File: config.mk
export PLATFORM = sky130hd
export DESIGN_NAME = eq_compare_arbiter
export DESIGN_NICKNAME = d
export VERILOG_FILES = /design/src/rtl/eq_compare_arbiter.sv
export SDC_FILE = /design/constraint.sdc
export NUM_CORES = 1
export LEC_CHECK = 0
export BUFFER_PORTS_ARGS = -buffer_cell sky130_fd_sc_hd__buf_2
export CORE_AREA = 3 3 205 207
export DETAILED_ROUTE_END_ITERATION = 8
export DIE_AREA = 0 0 208 210
export GPL_TIMING_DRIVEN = 0
export PLACE_DENSITY = 0.61
export SLEW_MARGIN = 20
export SYNTH_ARGS = -nofsm -noshare
export SYNTH_HDL_FRONTEND = slang
export SYNTH_SLANG_ARGS = --single-unit
export TNS_END_PERCENT = 10
File: constraint.sdc
create_clock -name clk -period 2.8 [get_ports clk]
set_input_delay 0.84 -clock clk [delete_from_list [all_inputs] [get_ports clk]]
set_output_delay 0.84 -clock clk [all_outputs]
set_load 0.01 [all_outputs]
File: src/rtl/eq_compare_arbiter.sv
// Round-robin arbiter feeding a sliced 64-bit equality comparator with a held response.
// Optional EQ_EARLY_EXIT_EN: stop comparing at the first mismatching slice.
module eq_compare_arbiter #(
    parameter int NREQ    = 4,
    parameter int SLICE_W = 16
) (
    input  logic                      clk,
    input  logic                      rst,
    input  logic [NREQ-1:0]           req_valid,
    output logic [NREQ-1:0]           req_ready,
    input  logic [NREQ*64-1:0]        req_a,
    input  logic [NREQ*64-1:0]        req_b,
    output logic                      rsp_valid,
    input  logic                      rsp_ready,
    output logic [$clog2(NREQ)-1:0]   rsp_id,
    output logic                      rsp_eq,
    output logic                      busy
);

    localparam int ID_W   = $clog2(NREQ);
    localparam int NSLICE = 64 / SLICE_W;
    localparam int K_W    = (NSLICE > 1) ? $clog2(NSLICE) : 1;
    localparam logic [K_W-1:0] K_LAST = K_W'(NSLICE - 1);

    typedef enum logic [1:0] {IDLE, CMP, RESP} state_t;

    state_t          state;
    logic [ID_W-1:0] last_grant;
    logic [ID_W-1:0] grant_idx;
    logic            grant_any;
    logic [63:0]     a_q;
    logic [63:0]     b_q;
    logic [K_W-1:0]  k;
    logic            eq_acc;
    logic            slice_eq;

    // Search starts one past the last grant and wraps modulo NREQ.
    always_comb begin
        logic [ID_W:0]   sum;
        logic [ID_W-1:0] cand;
        grant_any = 1'b0;
        grant_idx = '0;
        sum       = '0;
        cand      = '0;
        for (int i = 1; i <= NREQ; i++) begin
            sum = {1'b0, last_grant} + (ID_W+1)'(i);
            if (sum >= (ID_W+1)'(NREQ))
                sum = sum - (ID_W+1)'(NREQ);
            cand = sum[ID_W-1:0];
            if (!grant_any && req_valid[cand]) begin
                grant_any = 1'b1;
                grant_idx = cand;
            end
        end
    end

    assign req_ready = (state == IDLE && !rst && grant_any) ? (NREQ'(1) << grant_idx) : '0;
    assign slice_eq  = (a_q[k*SLICE_W +: SLICE_W] == b_q[k*SLICE_W +: SLICE_W]);
    assign busy      = (state != IDLE);

    always_ff @(posedge clk) begin
        if (rst) begin
            state      <= IDLE;
            rsp_valid  <= 1'b0;
            rsp_eq     <= 1'b0;
            rsp_id     <= '0;
            k          <= '0;
            eq_acc     <= 1'b0;
            last_grant <= ID_W'(NREQ - 1);
            a_q        <= '0;
            b_q        <= '0;
        end else begin
            case (state)
                IDLE: begin
                    if (grant_any) begin
                        a_q        <= req_a[grant_idx*64 +: 64];
                        b_q        <= req_b[grant_idx*64 +: 64];
                        rsp_id     <= grant_idx;
                        last_grant <= grant_idx;
                        k          <= '0;
                        eq_acc     <= 1'b1;
                        state      <= CMP;
                    end
                end
                CMP: begin
                    eq_acc <= eq_acc & slice_eq;
`ifdef EQ_EARLY_EXIT_EN
                    if (!slice_eq) begin
                        rsp_eq    <= 1'b0;
                        rsp_valid <= 1'b1;
                        state     <= RESP;
                    end else
`endif
                    if (k == K_LAST) begin
                        rsp_eq    <= eq_acc & slice_eq;
                        rsp_valid <= 1'b1;
                        state     <= RESP;
                    end else begin
                        k <= k + 1'b1;
                    end
                end
                RESP: begin
                    // Return to IDLE only; the next grant is decided there a cycle later.
                    if (rsp_ready) begin
                        rsp_valid <= 1'b0;
                        state     <= IDLE;
                    end
                end
                default: state <= IDLE;
            endcase
        end
    end

endmodule

==> reports/metrics.cfg <==
[clock_tree]
htreeDepth = 4
cts_tree = yes
postCtsHoldBufs = 0
cts_num_sinks = 139
insertion_delay_ps = 420
cts_buffers = 17
clk_pin_slew_worst_paths_ps = 70
cts_buffer_depth = 2
root_buffer = clkbuf_16

[detailed_routing]
dr.pass1.iters = 7
vias_per_cell = 4.83
drc_errors = 0
ant_nets = 0
wl_per_cell_um = 19.1
drt-initial-drc-count = 936
num_vias = 12800
wirelength_um = 50800

[min_path]
min_path_type = register to register
hold_start = a_q[45]

[outcome]
outcome = finished, violations left
violations = negative setup slack

[floorplanning]
die_x_um = 208
coreArea_mm2 = 0.0406
start_util = 0.243
ios = 528
dieArea_mm2 = 0.0437
std_cell_rows = 74
die-height_um = 210

[timing]
finalCriticalPeriod_ps = 2890
post-route-period-util = 1.03
slew_violations = 0
max_slew_margin = 0.504
timing.final.ws_setup_ps = -88.5
setup_violations = 2
tightest_slew_ps = 745
final.setup_skew_ps = 9.53
max_freq_mhz = 346
rsz0062_at_grt = yes
hold_viol = 0

[grt]
grt-ovfl-total = 0
grt_first_pass_wirelength_um = 73700
grt_max_degree = 20
grt_use_total = 0.221
antenna_found_initial = 4
grt_pass1_vias = 12500

[logic_synthesis]
yosysSeqAreaShare = 0.282
ys_seq_elements = 139
synth_edf_count = 0
async_flop_share = 0
synth_fp_nets = 2075
syn-cell-area_mm2 = 0.00987
ys.flop_type = dfxtp_1
synth_warnings = 0
synth.distinct_cells = 39
synthCells = 1555
syn_area_per_cell_um2 = 6.35

[worst_setup_path]
critPathMaxFanout = 5
critical_path_class = input port to primary output
r2r_start = last_grant[0]
cp.required_ps = 1960
cp.arrival_ps = 2050
startpoint = req_valid[1]
end_kind = primary output
startpoint_type = input port

[pwr]
finalPower_mw = 7.88
ir_drop_mv = 0.435
p_leak_nw = 6.87
powerDensity_mw_per_mm2 = 559

[layout]
fill_cells = 4461
area_delta_synth_final_pct = 42.6
fin_util = 0.347
seq_area_mm2 = 0.00278
multi_input_area_mm2 = 0.00652
drive_gt1_frac = 0.323
nNetsFinal = 2630

[placement]
dpl.hpwl_um = 41700
port_buffers = 526
gp_congestion = 0.950

[flow_run]
max_cap_violations = 0

[power by group]
| part | internal, mW | switching, mW | total, mW |
|---|---|---|---|
| Sequential | 2.26 | 0.246 | 2.50 |
| Clock | 1.26 | 0.958 | 2.22 |
| Combinational | 1.25 | 1.91 | 3.16 |
[what timing repair did]
action,in CTS,in global routing
endpoints found under the setup margin,132,16
endpoints found under the hold margin,0,0
buffers inserted,14,2
pin swaps,6,4
resized for setup,36,16
[sequential cells by signal, indices dropped and copies added, names as in the netlist]
register    count
a_q            64
b_q            64
eq_acc          1
k               2
last_grant      2
rsp_eq          1
rsp_id          2
rsp_valid       1
state           2
[critical path, cell delays in order]
cell and delay, ps:
buf_8 110, o21a_4 220, a211o_4 350, buf_8 140, buf_12 120, and3_4 160, buf_6 110
[cells by family after synthesis]
| group | synth area share |
|---|---|
| AND/OR/NAND/NOR | 0.383 |
| AO/OA/AOI/OAI | 0.177 |
| buffers and inverters | 0.0681 |
| flip-flops | 0.282 |
| multiplexers | 0.0665 |
| XOR/XNOR | 0.0222 |
| adder cells (fa/ha/maj) | 0.00127 |
[routing by layer]
metal	GRT usage	wire, um
met5	0	13
met4	0.0551	1160
met3	0.0287	2810
met2	0.389	24500
met1	0.288	22300
[worst paths after layout]
kind	end	slack [ps]	cells past startpoint
setup / recovery	req_ready[0]	-90	7
hold reg to reg	a_q[45]	460	2
hold / removal	a_q[45]	460	2
setup reg to reg	a_q[52]	210	9
[stage by stage]
| step | setup TNS (ps) | hold slack (ps) | instance area (um^2) | worst slack (ps) | cells |
|---|---|---|---|---|---|
| global route | -271 | 470 | 14100 | -103 | 2656 |
| floorplan | -68.3 | 429 | 9920 | -18.7 | 1555 |
| global placement | -110330 | 441 | 13200 | -1040 | 2613 |
| finish | -152 | 457 | 14100 | -88.5 | 2656 |
| detailed placement | -107220 | 450 | 13200 | -1040 | 2613 |
| CTS | -223 | 459 | 14000 | -98.3 | 2653 |
[layout by cell type, fill, tap and decap left out, types with 2 or more instances in the layout]
cell type and instances:
clkbuf_2 6, buf_8 4, inv_6 6, a21oi_1 136, nand2b_1 3, buf_6 9
inv_8 3, mux4_1 13, xor2_1 13, nor2_1 14, clkbuf_8 5, nor2b_1 2
o211ai_1 128, mux4_2 14, nand2_1 775, xnor2_1 12, dfxtp_1 139, clkbuf_16 18
buf_1 3, buf_2 575, buf_4 17, nand4_1 4, a31oi_1 2, and3_4 2
nand3_1 129, nor2_2 2, clkinv_4 3, clkbuf_1 53
[cell usage after synthesis (2+ instances only)]
master      n  area [um^2]
buf_6       4         45.0
buf_2      61          305
a211oi_2    2         25.0
inv_1       2         7.51
nor4_1      2         12.5
o211ai_1  128          961
a31oi_1     2         12.5
nand4_1     4         25.0
buf_1       7         26.3
nand3_1   130          651
mux4_1     13          342
mux4_2     14          315
nand2b_1    5         31.3
nor2_1     17         63.8
clkbuf_8    4         55.1
nand2_1   776         2910
xnor2_1    12          105
a21oi_1   137          686
and3_1      2         12.5
clkbuf_1   62          233
dfxtp_1   139         2780
nor2b_1     2         12.5
nor3_1      2         10.0
xor2_1     13          114
[cell type report]
type | count | area share
sequential | 139 | 0.198
antenna | 1 | 0.000178
clock buffer | 17 | 0.0302
buffer | 132 | 0.0502
multi-input combinational | 1276 | 0.463
clock inverter | 15 | 0.0110
inverter | 2 | 0.000533
timing repair buffer | 542 | 0.200
tap | 532 | 0.0473
(Power assumes the default switching activity.)
